`src/rtl/pixel_compositor.sv`:
```
// rtl/pixel_compositor.sv - final video stage: sync alignment, HUD/sprite/background layering, RGB332 expansion
module pixel_compositor #(
    parameter int         SPRITE_LAT = 2,
    parameter int         GROUND_Y   = 400,
    parameter logic [7:0] SKY_COLOR  = 8'h4F,
    parameter logic [7:0] GND_COLOR  = 8'h8C,
    parameter int         BAR_Y      = 16,
    parameter int         BAR_H      = 8,
    parameter int         BAR_SEG    = 20,
    parameter int         HEALTH_MAX = 10
) (
    input  logic       clk,
    input  logic       rst,
    input  logic [9:0] pixel_x,
    input  logic [9:0] pixel_y,
    input  logic       video_on,
    input  logic       hsync_in,
    input  logic       vsync_in,
    input  logic [7:0] sprite_data,
    input  logic       sprite_visible,
    input  logic [3:0] health1,
    input  logic [3:0] health2,
    output logic [7:0] vga_r,
    output logic [7:0] vga_g,
    output logic [7:0] vga_b,
    output logic       vga_hsync,
    output logic       vga_vsync,
    output logic       vga_blank_n,
    output logic       frame_tick
);

    localparam int         LAST      = SPRITE_LAT - 1;
    localparam logic [9:0] GROUND_10 = 10'(GROUND_Y);
    localparam logic [9:0] BAR_TOP   = 10'(BAR_Y);
    localparam logic [9:0] BAR_BOT   = 10'(BAR_Y + BAR_H);
    localparam logic [9:0] SEG_10    = 10'(BAR_SEG);
    localparam logic [9:0] P1_LO     = 10'd16;
    localparam logic [9:0] P1_HI     = 10'(16 + HEALTH_MAX * BAR_SEG);
    localparam logic [9:0] P2_HI     = 10'd624;
    localparam logic [9:0] P2_LO     = 10'(624 - HEALTH_MAX * BAR_SEG);
    localparam logic [3:0] HMAX_4    = 4'(HEALTH_MAX);
    localparam logic [7:0] P1_COLOR  = 8'h1C;
    localparam logic [7:0] P2_COLOR  = 8'hE0;
    localparam logic [7:0] SLOT_GREY = 8'h49;

    logic [9:0] x_q   [SPRITE_LAT];
    logic [9:0] y_q   [SPRITE_LAT];
    logic       von_q [SPRITE_LAT];
    logic       hs_q  [SPRITE_LAT];
    logic       vs_q  [SPRITE_LAT];

    logic       vs_prev_q;
    logic [3:0] hlat1_q, hlat2_q;
    logic       frame_tick_q;
    logic       vs_fall;
    logic [3:0] h1_clamp, h2_clamp;

    logic [7:0] r_q, g_q, b_q;
    logic [7:0] r_d, g_d, b_d;
    logic       hsync_q, vsync_q, blank_n_q, blank_n_d;

    logic [9:0] xd, yd;
    logic       bar_row, p1_slot, p2_slot;
    logic [9:0] p1_end, p2_start;
    logic [7:0] color_d;

    // Coordinates and syncs wait here until the sprite stage catches up.
    always_ff @(posedge clk) begin
        if (rst) begin
            for (int i = 0; i < SPRITE_LAT; i++) begin
                x_q[i]   <= '0;
                y_q[i]   <= '0;
                von_q[i] <= 1'b0;
                hs_q[i]  <= 1'b1;
                vs_q[i]  <= 1'b1;
            end
        end else begin
            x_q[0]   <= pixel_x;
            y_q[0]   <= pixel_y;
            von_q[0] <= video_on;
            hs_q[0]  <= hsync_in;
            vs_q[0]  <= vsync_in;
            for (int i = 1; i < SPRITE_LAT; i++) begin
                x_q[i]   <= x_q[i-1];
                y_q[i]   <= y_q[i-1];
                von_q[i] <= von_q[i-1];
                hs_q[i]  <= hs_q[i-1];
                vs_q[i]  <= vs_q[i-1];
            end
        end
    end

    assign vs_fall  = vs_prev_q & ~vsync_in;
    assign h1_clamp = (health1 > HMAX_4) ? HMAX_4 : health1;
    assign h2_clamp = (health2 > HMAX_4) ? HMAX_4 : health2;

    // Edge detector follows vsync_in even in reset so a level held low across reset is not an edge.
    always_ff @(posedge clk) begin
        vs_prev_q <= vsync_in;
        if (rst) begin
            hlat1_q      <= HMAX_4;
            hlat2_q      <= HMAX_4;
            frame_tick_q <= 1'b0;
        end else begin
            frame_tick_q <= vs_fall;
            if (vs_fall) begin
                hlat1_q <= h1_clamp;
                hlat2_q <= h2_clamp;
            end
        end
    end

    assign xd       = x_q[LAST];
    assign yd       = y_q[LAST];
    assign bar_row  = (yd >= BAR_TOP) && (yd < BAR_BOT);
    assign p1_slot  = bar_row && (xd >= P1_LO) && (xd < P1_HI);
    assign p2_slot  = bar_row && (xd >= P2_LO) && (xd < P2_HI);
    assign p1_end   = P1_LO + ({6'd0, hlat1_q} * SEG_10);
    assign p2_start = P2_HI - ({6'd0, hlat2_q} * SEG_10);

    always_comb begin
        color_d   = (yd >= GROUND_10) ? GND_COLOR : SKY_COLOR;
        r_d       = 8'h00;
        g_d       = 8'h00;
        b_d       = 8'h00;
        blank_n_d = 1'b0;
        if (sprite_visible) begin
            color_d = sprite_data;
        end
        if (p2_slot) begin
            color_d = (xd >= p2_start) ? P2_COLOR : SLOT_GREY;
        end
        if (p1_slot) begin
            color_d = (xd < p1_end) ? P1_COLOR : SLOT_GREY;
        end
        if (von_q[LAST]) begin
            r_d       = {color_d[7:5], color_d[7:5], color_d[7:6]};
            g_d       = {color_d[4:2], color_d[4:2], color_d[4:3]};
            b_d       = {color_d[1:0], color_d[1:0], color_d[1:0], color_d[1:0]};
            blank_n_d = 1'b1;
        end
    end

    always_ff @(posedge clk) begin
        if (rst) begin
            r_q       <= 8'h00;
            g_q       <= 8'h00;
            b_q       <= 8'h00;
            hsync_q   <= 1'b1;
            vsync_q   <= 1'b1;
            blank_n_q <= 1'b0;
        end else begin
            r_q       <= r_d;
            g_q       <= g_d;
            b_q       <= b_d;
            hsync_q   <= hs_q[LAST];
            vsync_q   <= vs_q[LAST];
            blank_n_q <= blank_n_d;
        end
    end

    assign vga_r       = r_q;
    assign vga_g       = g_q;
    assign vga_b       = b_q;
    assign vga_hsync   = hsync_q;
    assign vga_vsync   = vsync_q;
    assign vga_blank_n = blank_n_q;
    assign frame_tick  = frame_tick_q;

endmodule

```
`config.mk`:
```
export PLATFORM = sky130hd
export DESIGN_NAME = pixel_compositor
export DESIGN_NICKNAME = d
export VERILOG_FILES = /design/src/rtl/pixel_compositor.sv
export SDC_FILE = /design/constraint.sdc
export NUM_CORES = 1
export LEC_CHECK = 0
export CAP_MARGIN = 20
export CORE_UTILIZATION = 52
export DETAILED_ROUTE_END_ITERATION = 7
export PLACE_DENSITY = 0.85
export SLEW_MARGIN = 20
export SYNTH_ARGS = -nofsm -noshare
export SYNTH_HDL_FRONTEND = slang
export SYNTH_SLANG_ARGS = --single-unit
```
`constraint.sdc`:
```
create_clock -name clk -period 6.25 [get_ports clk]
set_input_delay 1.25 -clock clk [delete_from_list [all_inputs] [get_ports clk]]
set_output_delay 1.25 -clock clk [all_outputs]
set_load 0.01 [all_outputs]
```
Yosys cells after proc, flatten, opt, wreduce, memory -nomap -nowiden
Memory sizes are Yosys's and may differ from the RTL's. A register that Yosys moved wholly into a read port is not among the register bits.
Index checks and enable logic that the tools add are counted.
{"block": "op_classes", "addsub": 2, "n_mul": 2, "n_lt_le_gt_ge": 11, "mux": 22, "bitwise_logic": 13, "n_reduce_logical": 6}
{"operator": "$mux W10", "count": 4}
{"operator": "$mux W8", "count": 5}
{"operator": "$ge A10 B5 Y1 const B", "count": 2}
{"operator": "$ge A10 B9 Y1 const B", "count": 2}
{"operator": "$mul A4 B3 Y7 const B", "count": 2}
{"operator": "$add A5 B9 Y10 const A", "count": 1}
{"operator": "$ge A10 B10 Y1", "count": 1}
{"operator": "$lt A10 B10 Y1", "count": 1}
{"operator": "$lt A10 B10 Y1 const B", "count": 1}
{"operator": "$lt A10 B5 Y1 const B", "count": 1}
{"operator": "$lt A10 B8 Y1 const B", "count": 1}
{"operator": "$mux W1", "count": 10}
{"operator": "$or A1 B1 Y1", "count": 10}
{"operator": "$sub A10 B9 Y10 const A", "count": 1}
{"operator": "$gt A4 B4 Y1 const B", "count": 2}
{"operator": "$mux W4", "count": 2}
{"operator": "$mux W7", "count": 1}
{"operator": "$logic_and A1 B1 Y1", "count": 5}
{"operator": "$not A1 Y1", "count": 2}
{"operator": "$reduce_or A2 Y1", "count": 1}
{"operator": "$and A1 B1 Y1", "count": 1}
{"block": "word_totals", "reg_bits": 35, "mem_bits_rw": 46, "mem_count": 5}
{"memory": "x_q", "words": 2, "word_bits": 10, "rd": 2, "rd_ports_with_merged_regs": 0, "write_ports": 2, "line_no": "46", "text": "logic [9:0] x_q [SPRITE_LAT];"}
{"memory": "y_q", "words": 2, "word_bits": 10, "rd": 2, "rd_ports_with_merged_regs": 0, "write_ports": 2, "line_no": "47", "text": "logic [9:0] y_q [SPRITE_LAT];"}
{"memory": "hs_q", "words": 2, "word_bits": 1, "rd": 2, "rd_ports_with_merged_regs": 1, "write_ports": 2, "line_no": "49", "text": "logic hs_q [SPRITE_LAT];"}
{"memory": "von_q", "words": 2, "word_bits": 1, "rd": 2, "rd_ports_with_merged_regs": 0, "write_ports": 2, "line_no": "48", "text": "logic von_q [SPRITE_LAT];"}
{"memory": "vs_q", "words": 2, "word_bits": 1, "rd": 2, "rd_ports_with_merged_regs": 1, "write_ports": 2, "line_no": "50", "text": "logic vs_q [SPRITE_LAT];"}

Depth between registers and ports, before layout
Gate-level depths: netlist of run 1.
An unclocked memory read counts as a cell.
{"block": "depth", "word_depth": 7, "ltp_mapped": 13}

Least setup slack after synthesis of run 1
Ideal clock, no wire load.
{"block": "synth_timing", "path_kind": "reg-to-reg", "startpoint": "register hlat1_q[3]", "endpoint": "register r_q[6] (netlist: vga_r[6])", "arrival_time_ps": 2865, "required_ps": 6135, "path_slack_ps": 3270, "path_stages_with_launch": 14, "period_less_slack_ps": 2980, "path_cell_list": "dfxtp_1 -> ha_1 -> ha_1 -> inv_1 -> fa_1 -> nor2b_1 -> nand2_1 -> mux2i_1 -> a21oi_1 -> ha_1 -> a21o_1 -> a21o_1 -> a211o_1 -> and3_1"}
{"block": "synth_via", "elab_chain_len": 5}
{"item": "start, declared", "line_no": "53", "text": "logic [3:0] hlat1_q, hlat2_q;"}
{"item": "start signal, assigned", "line_no": "107", "text": "hlat1_q <= h1_clamp;"}
{"item": "$mul A4 B3 Y7", "line_no": "118", "text": "assign p1_end = P1_LO + ({6'd0, hlat1_q} * SEG_10);"}
{"item": "$add A5 B9 Y10", "line_no": "118"}
{"item": "$lt A10 B10 Y1", "line_no": "134", "text": "color_d = (xd < p1_end) ? P1_COLOR : SLOT_GREY;"}
{"item": "$mux W7", "line_no": "134"}
{"item": "$mux W8", "line_no": "133", "text": "if (p1_slot) begin"}
{"item": "end signal, assigned", "line_no": "153", "text": "r_q <= r_d;"}
{"item": "end, declared", "line_no": "58", "text": "logic [7:0] r_q, g_q, b_q;"}
Every way passes these cells.
A chain may end at the register's enable or synchronous reset.

Worst setup path in the final report of run 1
Same ends and word-level chain as after synthesis.

==> results of run 1 <==
-- final cells by class --
type,count,area (µm²),share of cell area
clock inverters,6,86.3,0.0240
inverters,12,45.0,0.0125
well taps,70,87.6,0.0244
multi-input cells,197,1360,0.378
clock buffers,10,128,0.0355
flip-flops and latches,61,1220,0.340
repair buffers,67,668,0.186
-- where the power goes --
part | total (W) | switching, W | leakage (nW) | internal, W
clock | 0.000374 | 0.000150 | 0.107 | 0.000224
sequential | 0.000416 | 0.0000101 | 0.503 | 0.000405
combinational | 0.000108 | 0.0000458 | 0.914 | 0.0000620
total | 0.000897 | 0.000205 | 1.52 | 0.000692
-- flip-flops by register name (all words and copies together), names as in the netlist, 2 cells and up --
signal   flops
hlat2_q      4
vga_r        3
hlat1_q      4
y_q         14
vga_b        2
vs_q         2
hs_q         2
von_q        2
x_q         20
vga_g        3
-- layer usage --
layer	GRT usage	share of wire	wire length, µm	up-vias
met4	0.109	0.019	90	0
li1	-	-	-	1088
met3	0.0562	0.043	207	9
met2	0.324	0.51	2470	55
met5	0	0	0	-
met1	0.205	0.42	2040	942
-- cells by family after synthesis --
family,count (synthesis),synth area share
and+or+nand+nor,118,0.233
DFF,61,0.439
AOI/OAI and AO/OA,42,0.100
buffers and inverters,37,0.0720
adders and majority gates,26,0.120
xor gates and xnor gates,9,0.0284
muxes,2,0.00720
-- critical path, delay by kind of cell (launching register included) --
family                   cells  cell delay, ns
AO/OA/AOI/OAI                4            0.75
adder cells (fa/ha/maj)      4            1.27
buffers and inverters        1            0.07
flip-flops                   1            0.46
multiplexers                 1            0.17
AND/OR/NAND/NOR              3            0.50
-- stage by stage --
step,total power (W),setup WS [ns]
5_1_grt,0.000936,2.77
6_report,0.000897,2.92
3_3_place_gp,0.000525,3.12
2_1_floorplan,0.000487,3.27
4_1_cts,0.000904,2.93
3_5_place_dp,0.000530,2.94
-- worst paths after layout --
path                     to  slack, ns
setup / recovery   vga_r[6]       2.92
hold / removal    vga_vsync       0.42
setup reg to reg   vga_r[6]       2.92
hold reg to reg   vga_vsync       0.42
-- layout by cell type (no fill, tap or decap), types with 5 or more instances in the layout --
cell type / synthesis / routed
nand2b_1: 5 / 5
nor2_1: 17 / 17
or2_2: 6 / 6
dfxtp_1: 61 / 61
inv_1: 12 / 12
a21oi_1: 15 / 15
xnor2_1: 8 / 8
nor2b_1: 38 / 38
nand3_1: 7 / 7
nand2_1: 22 / 22
clkbuf_8: 0 / 9
o21ai_0: 6 / 6
ha_1: 25 / 25
clkdlybuf4s50_1: 0 / 66
a21o_1: 6 / 6
==> impl_metrics.tcl, run 1 <==
set metrics [dict create \
    cts_made_buffers 9 \
    vias 2094 \
    drc 0 \
    rsz0062_at_grt "no" \
    first_pass_iters 4 \
    drtIter0Drc 71 \
    relSlewSlack 0.716 \
    viasPerCell 4.95 \
    final_nets 416 \
    timing.hold.ws_ns 0.417 \
    cts.repair.resized 0 \
    fin_skew_ns 0.00432 \
    dpl_cell_area_mm2 0.00338 \
    endpoint_kind "register" \
    ys.warnings.count 0 \
    synth_top_area_cell "dfxtp_1" \
    cp.arrival_ns 3.56 \
    hold_violations 0 \
    cts_hold_buf 0 \
    synthArstFlopShare 0 \
    ant_nets 0 \
    p_per_area_mw_per_mm2 250 \
    grt_usage 0.188 \
    yosysTopAreaCellShare 0.439 \
    grt_max_degree 53 \
    r2r.worst_path.cells 13 \
    die_w_um 75.1 \
    synth_ff_type "dfxtp_1" \
    fin_setup_tns_ns 0 \
    timing.rr.start "hlat1_q[3]" \
    grt_first_pass_wirelength_mm 7.80 \
    clock_latency_ns 0.33 \
    holdPathStages 1 \
    setup_violations 0 \
    synth_edf_count 0 \
    post_drt_wl_per_cell_um 11.4 \
    synth.most_common_cell "dfxtp_1" \
    cts_setup_buffers 0 \
    gp_congestion 0.818 \
    min_period_ns 3.33 \
    vdd_drop_max_v 0.000217 \
    synth_cell_types 42 \
    cts_max_level 3 \
    max_freq_mhz 300 \
    port_buffers 66 \
    tightestPinTransition_ns 0.416 \
    core-area_mm2 0.00514 \
    worstPathMaxFanout 6 \
    syn_inst 295 \
    cp-start-kind "register" \
    hold_start "vs_q[1]" \
    syn-cell-area_mm2 0.00278 \
    ys_ff_latch 61 \
    grt_pass1_vias 1912 \
    stdcell_area_mm2 0.00359 \
    drive_gt1_frac 0.0708 \
    gr-total-overflow 0 \
    avgSynthCellArea_um2 9.42 \
    fin_util 0.699 \
    synthTopCellsByCount "dfxtp_1, nor2b_1, ha_1" \
    placementRows 26 \
    area_delta_synth_final_pct 29.3 \
    final_cells 423 \
    slew_violations 0 \
    hpwl_mm 3.53 \
    dieArea_mm2 0.00564 \
    cts_buffer_depth 2 \
    fill_cells 424 \
    startpoint "hlat1_q[3]" \
    pin_count 70 \
    synth_area_leaders "dfxtp_1, ha_1, nor2b_1" \
    antenna_found_initial 0 \
    post-place-cells 407 \
    period_share 0.533 \
    maxCapViolCount 0 \
    path_class "register to register" \
    hp-class "register to register" \
    cts.sinks 61 \
    path_cells "ha_1, ha_1, inv_1, fa_1, nor2b_1, nand2_1, mux2i_1, a21oi_1, ha_1, a21o_1, a21o_1, a211o_1, and3_1" \
    ys_seq_area_frac 0.439 \
    critical_path_required_ns 6.48 \
    cts_tree "built" \
    root_buffer "clkbuf_8" \
    max_stage_delay_ns 0.46 \
    syn_nets 363 \
    crit_path_top_delay_cell "dfxtp_1" \
    wl_mm 4.82 \
    die_y_um 75.1 \
    crit_top_cell "ha_1" \
    status "complete, no violations" \
    power.leakage_nw 1.52 \
    initial_core_util 0.541 \
    clkTransAtPathRegs_ns 0.07 \
    diodes 0 \
]
No activity file was read; power rests on OpenSTA's default activity.
==> inputs of run 2 (changes only) <==
--- a/config.mk
+++ b/config.mk
@@ -6,9 +6,9 @@
 export NUM_CORES = 1
 export LEC_CHECK = 0
 export CAP_MARGIN = 20
-export CORE_UTILIZATION = 52
+export CORE_UTILIZATION = 44
 export DETAILED_ROUTE_END_ITERATION = 7
-export PLACE_DENSITY = 0.85
+export PLACE_DENSITY = 0.77
 export SLEW_MARGIN = 20
 export SYNTH_ARGS = -nofsm -noshare
 export SYNTH_HDL_FRONTEND = slang
==> constraint.sdc (replaced) <==
create_clock -name clk -period 3.05 [get_ports clk]
set_input_delay 0.61 -clock clk [delete_from_list [all_inputs] [get_ports clk]]
set_output_delay 0.61 -clock clk [all_outputs]
set_load 0.01 [all_outputs]
==> run 2 against run 1 <==
Compared with the run above:
- sequential power increased by 100%
- clock skew increased by 0.0029 ns
- count of clock-buffer cells in the layout decreased by 1
- register-to-register slack got worse by 2.8 ns
- global-route usage decreased by 2.1 points
- sequential cell count unchanged
- non-clock buffer count increased by 7
- hold slack got worse by 0.0095 ns
- die area increased by 18%
- clock power increased by 88%
- largest power group unchanged
- sequential share of layout area decreased by 1.1 points
- final cell count increased by 2.8%
==> impl_metrics.tcl, run 2 (synthesis gave the netlist of run 1 again) <==
set metrics [dict create \
    drive_gt1_frac 0.136 \
    placementRows 28 \
    vias 2107 \
    ant_nets 0 \
    power.leakage_nw 1.54 \
    multi_input_area_mm2 0.00145 \
    cp.arrival_ns 3.17 \
    clock_latency_ns 0.34 \
    cp-start-kind "register" \
    relSlewSlack 0.709 \
    drc 0 \
    root_buffer "clkbuf_8" \
    timing.rr.start "hlat1_q[1]" \
    status "complete, no violations" \
    fill_cells 525 \
    internal-power_w 0.00135 \
    cts_tree "built" \
    diodes 0 \
    post-place-cells 416 \
    die_w_um 81.5 \
    hold_start "hs_q[1]" \
    period_share 0.962 \
    slew_violations 0 \
    endpoint_kind "register" \
    fin_skew_ns 0.00719 \
    min_period_ns 2.94 \
    gr-total-overflow 0 \
    stdcell_area_mm2 0.00373 \
    tightestPinTransition_ns 0.425 \
    wl_mm 4.96 \
    pwr-share-comb 0.137 \
    hold_violations 0 \
    startpoint "hlat1_q[1]" \
    max_freq_mhz 341 \
    core-area_mm2 0.00599 \
    switchingPower_w 0.000446 \
    post_drt_wl_per_cell_um 11.4 \
    drtIter0Drc 71 \
    mostFrequentLayoutCell "clkdlybuf4s50_1" \
    cts_hold_buf 0 \
    grt_first_pass_wirelength_mm 8.30 \
    grt_usage 0.168 \
    grt_max_degree 52 \
    seqPwrFrac 0.473 \
    cts_max_level 3 \
    die_y_um 81.5 \
    largest_reg_flops 20 \
    port_buffers 66 \
    final_nets 423 \
    cts_made_buffers 9 \
    grt_pass1_vias 1993 \
    first_pass_iters 4 \
    top_register "x_q" \
    worstPathMaxFanout 3 \
    p_per_area_mw_per_mm2 482 \
    critical_path_required_ns 3.29 \
    reg_top3 "x_q: 20 flops, y_q: 14 flops" \
    viasPerCell 4.84 \
    pin_count 70 \
    hpwl_mm 3.62 \
    vdd_drop_max_v 0.000339 \
    dpl_cell_area_mm2 0.00342 \
    final-seq-area_mm2 0.00123 \
    clkTransAtPathRegs_ns 0.07 \
    swShare 0.248 \
    setup_violations 0 \
    final_cells 435 \
    hp-class "register to register" \
    initial_core_util 0.464 \
    antenna_found_initial 0 \
    path_class "register to register" \
    layout_common_cells "clkdlybuf4s50_1, dfxtp_1, nor2b_1, nand2_1, ha_1" \
    maxCapViolCount 0 \
    area_delta_synth_final_pct 34.2 \
    dieArea_mm2 0.00664 \
    cts_buffer_depth 2 \
    clkPwrFrac 0.390 \
    cts.sinks 61 \
    gp_congestion 0.747 \
]
run 2: cell types whose count changed in the layout (fill, tap and decap cells not counted), sizes merged:
| cell | change |
|---|---|
| bufinv | -1 |
| clkbuf | -1 |
| buf | +7 |
| clkinvlp | +2 |
run 2: area by class of cell:
cell class                 instances  share of cell area
clock buffer                       9              0.0332
clock inverter                     7              0.0201
inverter                          12              0.0121
multi-input combinational        197               0.387
sequential                        61               0.329
tap                               75              0.0252
timing repair buffer              74               0.193
run 2: metal layers:
layer / share of wire / wire length (µm) / track usage
met1: 0.44 / 2200 / 0.188
met2: 0.48 / 2400 / 0.278
met3: 0.047 / 233 / 0.0411
met4: 0.024 / 118 / 0.120
met5: 0 / 0 / 0
run 2: power groups by stage:
stage / sequential, W / clock (W) / combinational, W
floorplan: 0.000865 / 0 / 0.000134
global placement: 0.000866 / 0 / 0.000219
detailed placement: 0.000867 / 0 / 0.000226
CTS: 0.000849 / 0.000725 / 0.000230
global route: 0.000855 / 0.000760 / 0.000276
finish: 0.000850 / 0.000702 / 0.000246
run 2: per-stage QoR:
stage / hold WS (ns) / TNS (ns) / power (W) / setup WS [ns] / utilization
finish: 0.407 / 0 / 0.00180 / 0.115 / 0.623
global route: 0.426 / -0.0167 / 0.00189 / -0.0112 / 0.623
CTS: 0.410 / 0 / 0.00180 / 0.0139 / 0.605
detailed placement: 0.393 / -0.0574 / 0.00109 / -0.0574 / 0.570
global placement: 0.393 / 0 / 0.00108 / 0.0356 / 0.570
floorplan: 0.389 / 0 / 0.000999 / 0.0699 / -
run 2: worst max-delay path, cell delays in order (launching register included):
cell	delay, ns
dfxtp_4	0.36
ha_4	0.26
ha_4	0.12
inv_2	0.03
fa_2	0.58
nor2_2	0.07
xnor2_1	0.12
ha_1	0.31
a21o_1	0.16
a21o_1	0.17
a21o_1	0.16
a211o_1	0.31
and3_1	0.17
run 2: final timing paths:
check                           slack, ns        end  cells after the start
worst min-delay path                 0.41  vga_hsync                      1
worst max-delay path                 0.11   vga_r[6]                     12
worst min register to register       0.41  vga_hsync                      1
worst max register to register       0.11   vga_r[6]                     12
run 2: timing repair:
action                                  in CTS  in global routing
endpoints found under the setup margin       1                  7
pin swaps                                    2                 12
resized for setup                            1                 18
setup buffers                                1                  2
